===== config.mk =====
export PLATFORM = sky130hd
export DESIGN_NAME = chnl_tx_arbiter
export DESIGN_NICKNAME = d
export VERILOG_FILES = /design/src/rtl/chnl_tx_arbiter.sv
export SDC_FILE = /design/constraint.sdc
export NUM_CORES = 1
export LEC_CHECK = 0
export ABC_AREA = 1
export BUFFER_PORTS_ARGS = -buffer_cell sky130_fd_sc_hd__buf_2
export CAP_MARGIN = 20
export CORE_AREA = 2 2 388 390
export CTS_BUF_LIST = sky130_fd_sc_hd__clkbuf_4
export DETAILED_ROUTE_END_ITERATION = 6
export DIE_AREA = 0 0 390 392
export GPL_ROUTABILITY_DRIVEN = 0
export PLACE_DENSITY = 0.38
export SETUP_SLACK_MARGIN = 0.5
export SYNTH_ARGS = -nofsm -noshare
export SYNTH_HDL_FRONTEND = slang
export SYNTH_SLANG_ARGS = --single-unit

===== constraint.sdc =====
create_clock -name CLK -period 2.98 [get_ports CLK]
set_input_delay 0.149 -clock CLK [delete_from_list [all_inputs] [get_ports CLK]]
set_output_delay 0.149 -clock CLK [all_outputs]
set_load 0.03 [all_outputs]

===== src/rtl/chnl_tx_arbiter.sv =====
// chnl_tx_arbiter: round-robin sharing of one RIFFA TX channel between
// C_NUM_REQ requesters. Each grant raises CHNL_TX with the winner's
// LEN/OFF/LAST, waits for ACK, forwards ceil(LEN/W) data beats, then releases.
// Optional stall watchdog: define CHNL_TX_ARB_TIMEOUT_EN (limit C_TIMEOUT cycles).
module chnl_tx_arbiter #(
  parameter int unsigned C_NUM_REQ        = 4,
  parameter int unsigned C_PCI_DATA_WIDTH = 128,
  parameter int unsigned C_LEN_W          = 32,
  parameter int unsigned C_OFF_W          = 31,
  parameter int unsigned C_TIMEOUT        = 1024
) (
  input  logic                                  CLK,
  input  logic                                  RST_N,
  input  logic [C_NUM_REQ-1:0]                  REQ_VALID,
  input  logic [C_NUM_REQ*C_LEN_W-1:0]          REQ_LEN,
  input  logic [C_NUM_REQ*C_OFF_W-1:0]          REQ_OFF,
  input  logic [C_NUM_REQ-1:0]                  REQ_LAST,
  output logic [C_NUM_REQ-1:0]                  REQ_GNT,
  output logic [C_NUM_REQ-1:0]                  REQ_DONE,
  input  logic [C_NUM_REQ*C_PCI_DATA_WIDTH-1:0] REQ_DATA,
  input  logic [C_NUM_REQ-1:0]                  REQ_DATA_VALID,
  output logic [C_NUM_REQ-1:0]                  REQ_DATA_REN,
  output logic                                  CHNL_TX,
  input  logic                                  CHNL_TX_ACK,
  output logic                                  CHNL_TX_LAST,
  output logic [C_LEN_W-1:0]                    CHNL_TX_LEN,
  output logic [C_OFF_W-1:0]                    CHNL_TX_OFF,
  output logic [C_PCI_DATA_WIDTH-1:0]           CHNL_TX_DATA,
  output logic                                  CHNL_TX_DATA_VALID,
  input  logic                                  CHNL_TX_DATA_REN,
  output logic                                  ERR
);

  localparam int unsigned WORDS  = C_PCI_DATA_WIDTH / 32;
  localparam int unsigned WSHIFT = $clog2(WORDS);
  localparam int unsigned PTR_W  = $clog2(C_NUM_REQ);
  localparam int unsigned CNT_W  = C_LEN_W + 1;

  // Reject unsupported configurations at elaboration.
  if (C_NUM_REQ < 2 || C_NUM_REQ > 8) begin : g_bad_num_req
    $error("chnl_tx_arbiter: C_NUM_REQ must be 2..8");
  end
  if (C_TIMEOUT < 1) begin : g_bad_timeout
    $error("chnl_tx_arbiter: C_TIMEOUT must be at least 1");
  end

  typedef enum logic [1:0] {ST_IDLE, ST_REQ, ST_XFER, ST_DONE} state_e;

  state_e                      state_q, state_d;
  logic [PTR_W-1:0]            ptr_q, ptr_d;
  logic [PTR_W-1:0]            sel_q, sel_d;
  logic [C_NUM_REQ-1:0]        gnt_q, gnt_d;
  logic [C_NUM_REQ-1:0]        done_q, done_d;
  logic                        tx_q, tx_d;
  logic                        last_q, last_d;
  logic [C_LEN_W-1:0]          len_q, len_d;
  logic [C_OFF_W-1:0]          off_q, off_d;
  logic [CNT_W-1:0]            beats_q, beats_d;
  logic [CNT_W-1:0]            cnt_q, cnt_d;

  logic [C_LEN_W-1:0]          req_len_a  [C_NUM_REQ];
  logic [C_OFF_W-1:0]          req_off_a  [C_NUM_REQ];
  logic [C_PCI_DATA_WIDTH-1:0] req_data_a [C_NUM_REQ];

  logic                        arb_found;
  logic [PTR_W-1:0]            arb_pick;
  logic [PTR_W-1:0]            arb_cand;
  int                          arb_idx;
  logic [CNT_W-1:0]            pick_beats;
  logic                        beat_open;
  logic                        beat_acc;
  logic                        sel_dvalid;

`ifdef CHNL_TX_ARB_TIMEOUT_EN
  localparam int unsigned STALL_W = $clog2(C_TIMEOUT + 1);
  logic [STALL_W-1:0] stall_q, stall_d;
  logic               err_q, err_d;
  logic               stall_hit;
  assign stall_hit = (stall_q == STALL_W'(C_TIMEOUT - 1));
`endif

  // Unpack the flat per-requester buses.
  for (genvar g = 0; g < int'(C_NUM_REQ); g++) begin : g_unpack
    assign req_len_a[g]  = REQ_LEN[g*C_LEN_W +: C_LEN_W];
    assign req_off_a[g]  = REQ_OFF[g*C_OFF_W +: C_OFF_W];
    assign req_data_a[g] = REQ_DATA[g*C_PCI_DATA_WIDTH +: C_PCI_DATA_WIDTH];
  end

  // Round-robin pick: first valid requester at or after the pointer.
  always_comb begin
    arb_found = 1'b0;
    arb_pick  = '0;
    arb_cand  = '0;
    arb_idx   = 0;
    for (int k = 0; k < int'(C_NUM_REQ); k++) begin
      arb_idx = int'(ptr_q) + k;
      if (arb_idx >= int'(C_NUM_REQ)) arb_idx = arb_idx - int'(C_NUM_REQ);
      arb_cand = PTR_W'(arb_idx);
      if (!arb_found && REQ_VALID[arb_cand]) begin
        arb_found = 1'b1;
        arb_pick  = arb_cand;
      end
    end
  end

  // Beat count sized one bit wider than LEN so all-ones lengths cannot wrap.
  assign pick_beats = ({1'b0, req_len_a[arb_pick]} + CNT_W'(WORDS - 1)) >> WSHIFT;

  // Data path mux; closed once the granted transfer has all its beats.
  always_comb begin
    beat_open          = (state_q == ST_XFER) && (cnt_q != beats_q);
    sel_dvalid         = REQ_DATA_VALID[sel_q];
    CHNL_TX_DATA_VALID = beat_open & sel_dvalid;
    CHNL_TX_DATA       = beat_open ? req_data_a[sel_q] : '0;
    REQ_DATA_REN       = '0;
    if (beat_open) REQ_DATA_REN[sel_q] = CHNL_TX_DATA_REN;
    beat_acc           = beat_open & sel_dvalid & CHNL_TX_DATA_REN;
  end

  // Next-state and registered-output logic.
  always_comb begin
    state_d = state_q;
    ptr_d   = ptr_q;
    sel_d   = sel_q;
    gnt_d   = gnt_q;
    done_d  = '0;
    tx_d    = tx_q;
    last_d  = last_q;
    len_d   = len_q;
    off_d   = off_q;
    beats_d = beats_q;
    cnt_d   = cnt_q;
`ifdef CHNL_TX_ARB_TIMEOUT_EN
    stall_d = stall_q;
    err_d   = 1'b0;
`endif
    case (state_q)
      ST_IDLE: begin
        if (arb_found) begin
          sel_d   = arb_pick;
          gnt_d   = C_NUM_REQ'(1) << arb_pick;
          tx_d    = 1'b1;
          last_d  = REQ_LAST[arb_pick];
          len_d   = req_len_a[arb_pick];
          off_d   = req_off_a[arb_pick];
          beats_d = pick_beats;
          cnt_d   = '0;
`ifdef CHNL_TX_ARB_TIMEOUT_EN
          stall_d = '0;
`endif
          state_d = ST_REQ;
        end
      end
      ST_REQ: begin
        if (CHNL_TX_ACK) begin
`ifdef CHNL_TX_ARB_TIMEOUT_EN
          stall_d = '0;
`endif
          if (beats_q == '0) begin
            tx_d    = 1'b0;
            gnt_d   = '0;
            done_d  = gnt_q;
            state_d = ST_DONE;
          end else begin
            state_d = ST_XFER;
          end
        end else begin
`ifdef CHNL_TX_ARB_TIMEOUT_EN
          stall_d = stall_q + STALL_W'(1);
          if (stall_hit) begin
            tx_d    = 1'b0;
            gnt_d   = '0;
            err_d   = 1'b1;
            state_d = ST_DONE;
          end
`endif
        end
      end
      ST_XFER: begin
        if (beat_acc) begin
          cnt_d = cnt_q + CNT_W'(1);
`ifdef CHNL_TX_ARB_TIMEOUT_EN
          stall_d = '0;
`endif
          if (cnt_q + CNT_W'(1) == beats_q) begin
            tx_d    = 1'b0;
            gnt_d   = '0;
            done_d  = gnt_q;
            state_d = ST_DONE;
          end
        end else begin
`ifdef CHNL_TX_ARB_TIMEOUT_EN
          stall_d = stall_q + STALL_W'(1);
          if (stall_hit) begin
            tx_d    = 1'b0;
            gnt_d   = '0;
            err_d   = 1'b1;
            state_d = ST_DONE;
          end
`endif
        end
      end
      ST_DONE: begin
        ptr_d   = (sel_q == PTR_W'(C_NUM_REQ - 1)) ? '0 : sel_q + PTR_W'(1);
        state_d = ST_IDLE;
      end
      default: state_d = ST_IDLE;
    endcase
  end

  // State and output registers.
  always_ff @(posedge CLK or negedge RST_N) begin
    if (!RST_N) begin
      state_q <= ST_IDLE;
      ptr_q   <= '0;
      sel_q   <= '0;
      gnt_q   <= '0;
      done_q  <= '0;
      tx_q    <= 1'b0;
      last_q  <= 1'b0;
      len_q   <= '0;
      off_q   <= '0;
      beats_q <= '0;
      cnt_q   <= '0;
`ifdef CHNL_TX_ARB_TIMEOUT_EN
      stall_q <= '0;
      err_q   <= 1'b0;
`endif
    end else begin
      state_q <= state_d;
      ptr_q   <= ptr_d;
      sel_q   <= sel_d;
      gnt_q   <= gnt_d;
      done_q  <= done_d;
      tx_q    <= tx_d;
      last_q  <= last_d;
      len_q   <= len_d;
      off_q   <= off_d;
      beats_q <= beats_d;
      cnt_q   <= cnt_d;
`ifdef CHNL_TX_ARB_TIMEOUT_EN
      stall_q <= stall_d;
      err_q   <= err_d;
`endif
    end
  end

  assign REQ_GNT      = gnt_q;
  assign REQ_DONE     = done_q;
  assign CHNL_TX      = tx_q;
  assign CHNL_TX_LAST = last_q;
  assign CHNL_TX_LEN  = len_q;
  assign CHNL_TX_OFF  = off_q;
`ifdef CHNL_TX_ARB_TIMEOUT_EN
  assign ERR = err_q;
`else
  assign ERR = 1'b0;
`endif

endmodule


==> flow_summary.toml, run 1 <==
[logic_synthesis]
synth.avg_cell_area_um2 = 5.57
synth_edf_count = 0
ys_seq_elements = 143
synth_top_area_share_pct = 23.6
synthTopCellsByCount = "nand2_1 (693), nor2_1 (670), o21ai_0 (308)"
yosys_warnings = 0
synth_cell_types = 46
synth_xor_area_share_pct = 2.69
synth_seq_area_share_pct = 23.6
synth_fa_ha_area_share_pct = 0.907
synth_top_area_cell = "dfrtp_1"
async_reset_ff_share_pct = 100
syn-num-nets = 3518
ys_top_cells_by_area = "dfrtp_1 (24%), nand2_1 (17%), nor2_1 (17%), o21ai_0 (10%), a21oi_1 (4.6%)"
synthSimpleGateAreaFrac_pct = 44.4
synth_top_family_by_area = "simple AND/OR/NAND/NOR gates"
synthMuxAreaShare_pct = 0
synthCells = 2727
yosysMostFrequentCell = "nand2_1"
synth_area_um2 = 15200
synth_compound_area_share_pct = 19.3
synth-main-ff-cell = "dfrtp_1"

[critical_path]
reg2regPathDepth = 25
cp_num_buf_inv = 5
worstSetupStartpoint = "cnt_q[1]"
cp_slowest_stage_delay_ns = 0.47
path_cells = "buf_4 -> o22ai_1 -> nor3_2 -> nand3_1 -> nor2_4 -> nand2_4 -> nand2_8 -> buf_8 -> buf_12 -> buf_16 -> a21oi_4 -> buf_6"
criticalPathCategory = "flop to output pin"
slowest_stage = "dfrtp_1"
required_ns = 2.83
worstSetupEndpointType = "output pin"
worstReg2RegEnd = "beats_q[23]"
crit_family = "buffers and inverters"
r2r_setup_slack_ns = -0.06
worstSetupEndpoint = "CHNL_TX_DATA[124]"
cp.depth = 12
cp.arrival_ns = 2.94
start_kind = "flop"
cp_max_fo = 7
r2r-start = "ptr_q[0]"

[sta]
setup-tns-final_ns = -4.60
worst_clock_skew_ns = 0.0462
setup_ws_ns = -0.108
finalMaxSlewViolations = 0
rsz0062_at_grt = "true"
whs_ns = 0.0632
max_freq_mhz = 324
max_slew_margin_pct = 28.4
setup_viol = 101
fin_crit_sh_pct = 104
finalCriticalPeriod_ns = 3.09
tightest_slew_ns = 1.06
hold_viol = 0

[clocking]
cts_tree = "built"
clock-sinks = 143
cts_inserted_buffers = 17
clkTransAtPathRegs_ns = 0.19
cts_buffer_depth = 2
root_buffer = "clkbuf_4"
h-tree-depth = 4
clock_latency_ns = 0.75

[finish]
area_delta_synth_final_pct = 103
fin_nets = 4870
final-seq-area_um2 = 3600
drive_gt1_share_pct = 42.0
final_util_pct = 20.7
multi_input_area_um2 = 12300
n_fill_cell = 17100

[die]
io_pins = 987
rows = 142
coreArea_um2 = 149000
die_y_um = 392
die_w_um = 390
die_area_um2 = 153000
start_util_pct = 10.2

[worst_hold_path]
holdCritPathClass = "primary input to flop"

[route]
routed_via_density = 4.05
drt-wirelength-per-cell_um = 24.9
first_pass_iters = 5
ant_nets = 0
drc = 0
wirelength_um = 151000
vias = 24600
drtIter0Drc = 1248

[grt]
grt_antenna_before_repair = 125
grt_max_degree = 86
grt_pass1_vias = 23900
grt_overflow = 0
grt.total_usage_pct = 18.7
grt_first_pass_wirelength_um = 198000

[pwr]
internal-power_mw = 15.6
switchingPower_mw = 23.0
leakage_nw = 14.4
ir_drop_mv = 0.627
power_density_nw_per_um2 = 1250
p_comb_share_pct = 86.8
power_frac_seq_pct = 9.0
switching_share_pct = 59.6
pwr-share-clk_pct = 4.2

[placement]
dp_hpwl_um = 120000
portBuffers = 985

[run_status]
violations = "negative setup slack"
outcome = "finished with violations"

[run]
maxCapViolCount = 0
## worst reg2reg max path, delay by kind of cell (launching register included)
family        cells  cell delay (ns)
buf+inv           5             0.71
flops             1             0.49
simple gates     20             1.76
## power by group through the flow
stage               clock, mW  combinational (mW)  sequential [mW]
floorplan                   0                13.1             4.13
global placement            0                24.7             3.52
detailed placement          0                24.7             3.52
CTS                      1.71                29.5             3.49
global route             1.79                35.9             3.57
finish                   1.61                33.5             3.47
## flip-flops by register name (all words and copies together) (netlist names)
name and count:
CHNL_TX_LEN 32, cnt_q 33, CHNL_TX_OFF 31, REQ_GNT 4, ptr_q 2, sel_q 2, CHNL_TX 1, REQ_DONE 4
state_q 2, CHNL_TX_LAST 1, beats_q 31
## placed cells by master, fill, tap and decap left out, drive strengths merged, types with 42 or more instances in the layout
cell,count
buf,1262
nand2,709
nor2,684
o21ai,320
dlygate4sd3,220
inv,191
dfrtp,143
a21oi,140
nand3,75
nand4,52
nand3b,46
nor3,42
## metal layers
metal,up-vias,part of all wire [%],track usage (%)
met4,22,4.2,6.80
met3,329,5.4,3.34
met1,11600,35,18.7
met5,-,0.12,0
li1,11600,-,-
met2,1100,56,37.8
## timing repair
action                     4_1_cts  5_1_grt
cloned                          19        7
setup endpoints to repair      248      266
pin swaps                       18      107
gates resized for setup        467      375
hold endpoints to repair       222        1
setup buffers                   28       50
hold buffers                   220        1
## area by class of cell
| class | count | area share (%) |
|---|---|---|
| Antenna cell | 33 | 0.268 |
| Clock buffer | 17 | 0.414 |
| Clock inverter | 15 | 0.653 |
| Inverter | 189 | 2.45 |
| Multi-Input combinational cell | 2231 | 39.8 |
| Sequential cell | 143 | 11.7 |
| Tap cell | 1944 | 7.89 |
| Timing Repair Buffer | 1496 | 36.8 |
| Timing Repair inverter | 1 | 0.0243 |
## kinds of logic (layout without fill, tap and decap cells)
logic type,after synthesis,in the layout
other cells,1,34
compound gates,549,549
fa+ha+maj,11,11
buf+inv,354,1718
flops,143,143
simple gates,1624,1625
xor+xnor,45,45
## metrics by stage
step           std cells  setup WS (ns)  cell area, um2  power [mW]
2_1_floorplan       2727          0.501           15200        17.3
3_3_place_gp        5678        -0.0693           23700        28.2
3_5_place_dp        5679        -0.0728           23800        28.2
4_1_cts             5978         -0.271           28800        34.7
5_1_grt             6066         -0.356           30800        41.3
6_report            6069         -0.108           30800        38.6
## worst min-delay path by stage
stage	start	cells after the start	to	slack, ns
2_1_floorplan	RST_N	0	CHNL_TX	-0.15
6_report	REQ_LEN[40]	9	CHNL_TX_LEN[8]	0.06
4_1_cts	REQ_LEN[73]	9	CHNL_TX_LEN[9]	0.006
5_1_grt	REQ_LEN[40]	9	CHNL_TX_LEN[8]	-0.02
3_5_place_dp	RST_N	1	REQ_DONE[3]	0.18
3_3_place_gp	RST_N	1	REQ_DONE[3]	0.16
Power figures use the tool's default switching activity.
==> inputs of run 2 (changes only) <==
--- a/config.mk
+++ b/config.mk
@@ -11,3 +11,2 @@
 export CORE_AREA = 2 2 388 390
-export CTS_BUF_LIST = sky130_fd_sc_hd__clkbuf_4
 export DETAILED_ROUTE_END_ITERATION = 6
--- a/constraint.sdc
+++ b/constraint.sdc
@@ -3,2 +3,2 @@
 set_output_delay 0.149 -clock CLK [all_outputs]
-set_load 0.03 [all_outputs]
+set_load 0.02 [all_outputs]
==> run 2 against run 1 <==
Effect of this change: the flow finishes with violations (negative hold slack, negative setup slack); non-clock buffer count is 59 lower; clock-buffer cell count is 5 higher; combinational power is 8.7% higher; sequential power hardly changed; sequential share of layout area is 0.31 points lower; routed wire length is 0.23% higher; clock power is 45% higher; first-iteration DRC count is 14% higher; global-route usage hardly changed; largest cell class unchanged.
==> flow_summary.toml, run 2 (synthesis gave the netlist of run 1 again) <==
[clocking]
clock-sinks = 143
cts_inserted_buffers = 17
cts_buffer_depth = 2
h-tree-depth = 4
clkTransAtPathRegs_ns = 0.07
cts_tree = "built"
root_buffer = "clkbuf_16"
clock_latency_ns = 0.49

[grt]
grt.total_usage_pct = 18.6
grt_first_pass_wirelength_um = 196000
grt_pass1_vias = 23900
grt_antenna_before_repair = 123
grt_max_degree = 89
grt_overflow = 0

[pwr]
leakage_nw = 14.6
ir_drop_mv = 0.862
p_total_mw = 42.2
power_density_nw_per_um2 = 1340

[critical_path]
worstSetupEndpointType = "output pin"
r2r-start = "ptr_q[0]"
cp_max_fo = 7
required_ns = 2.83
worstSetupStartpoint = "cnt_q[27]"
cp.arrival_ns = 2.93
cp_num_buf_inv = 5
crit_family = "simple AND/OR/NAND/NOR gates"
start_kind = "flop"
cp_common_cell = "buf_12"
slowest_stage = "dfrtp_2"
cp_slowest_stage_delay_ns = 0.46
path_cells = "xor2_1 -> nor4_2 -> buf_4 -> nand4_1 -> nor2_1 -> nand2_2 -> buf_8 -> nand2_8 -> buf_12 -> buf_16 -> a21oi_1 -> buf_12"
criticalPathCategory = "flop to output pin"

[sta]
max_slew_margin_pct = 28.4
worst_clock_skew_ns = 0.0188
setup_ws_ns = -0.0967
tightest_slew_ns = 1.06
whs_ns = -0.00146
finalMaxSlewViolations = 0
rsz0062_at_grt = "true"
max_freq_mhz = 325
finalCriticalPeriod_ns = 3.08
hold_viol = 1
setup-tns-final_ns = -6.36
fin_crit_sh_pct = 103
setup_viol = 134

[route]
routed_via_density = 4.07
drtIter0Drc = 1427
drt-wirelength-per-cell_um = 25.2
wirelength_um = 152000
ant_nets = 0
drc = 0
vias = 24500
first_pass_iters = 7

[finish]
area_delta_synth_final_pct = 108
final_util_pct = 21.2
n_fill_cell = 17000
drive_gt1_share_pct = 46.8
largest-register = "cnt_q"
fin_nets = 4812
instances_no_fill = 6016
largest_reg_flops = 33
final_cell_mix = "buf_2 (851), nor2_1 (607), nand2_1 (525)"
final_common_cell = "buf_2"

[die]
io_pins = 987
die_y_um = 392
rows = 142
die_w_um = 390
start_util_pct = 10.2
coreArea_um2 = 149000
die_area_um2 = 153000

[placement]
dp_hpwl_um = 120000
dp_slack_ns = -0.0748
portBuffers = 985
dp.cells = 5686

[run_status]
violations = "negative hold slack, negative setup slack"
outcome = "finished with violations"

[run]
maxCapViolCount = 0

[worst_hold_path]
min_from = "REQ_OFF[63]"
holdCritPathClass = "primary input to flop"
-- run 2: cell count changes in the layout (fill, tap and decap cells not counted), moves of 19 or more --
cell,previous run,this run
nand2_2,85,117
a21oi_1,32,10
a22oi_1,27,2
nand2_1,580,525
dlygate4sd3_1,220,108
buf_6,125,178
nand2_4,39,58
a22oi_2,2,27
-- run 2: worst reg2reg max path, delay by kind of cell, from the launching register on --
family,cells,cell delay (ns)
buffers and inverters,5,0.69
flip-flops,1,0.48
AND/OR/NAND/NOR,21,1.75
-- run 2: cell type report --
class                           instances  area [um2]  area share [%]
Multi-Input combinational cell       2232       13100            41.6
Timing Repair Buffer                 1437       11000            34.8
Sequential cell                       143        3590            11.4
Tap cell                             1944        2430            7.70
Inverter                              189         758            2.40
Clock buffer                           22         464            1.47
Clock inverter                         10         128           0.404
Antenna cell                           38        95.1           0.301
Timing Repair inverter                  1        7.51          0.0238
-- run 2: what timing repair did --
action	4_1_cts	5_1_grt
pin swaps	100	140
resized for setup	610	469
hold buffers	108	0
buffers inserted	73	42
gates cloned	26	11
endpoints found under the hold margin	69	0
setup endpoints to repair	245	264
-- run 2: final timing paths --
check                                    endpoint  depth (start not counted)  slack, ns
worst max-delay path            CHNL_TX_DATA[119]                         12       -0.1
max in group asynchronous                ptr_q[0]                          3       1.93
worst max register to register        beats_q[28]                         26      -0.05
min in group asynchronous             REQ_DONE[3]                          2       0.15
worst min register to register            CHNL_TX                          2       0.47
worst min-delay path               CHNL_TX_OFF[1]                          3     -0.001
-- run 2: metal layers --
metal  up-vias  part of all wire [%]  GRT usage, %
li1      11500                     -             -
met1     11500                    35          18.9
met2      1131                    55          37.1
met3       331                   5.5          2.87
met4        16                   4.6          8.15
met5         -                 0.090             0
-- run 2: through the flow --
step / cell area [um2] / hold WS (ns)
6_report: 31600 / -0.00146
3_3_place_gp: 23700 / 0.148
5_1_grt: 31600 / 0.00555
4_1_cts: 28900 / 0.000519
2_1_floorplan: 15200 / -0.147
3_5_place_dp: 23700 / 0.148
-- run 2: report_power, final --
part	internal [mW]	switching [mW]
Combinational	14.5	21.9
Clock	1.29	1.05
Sequential	2.75	0.755
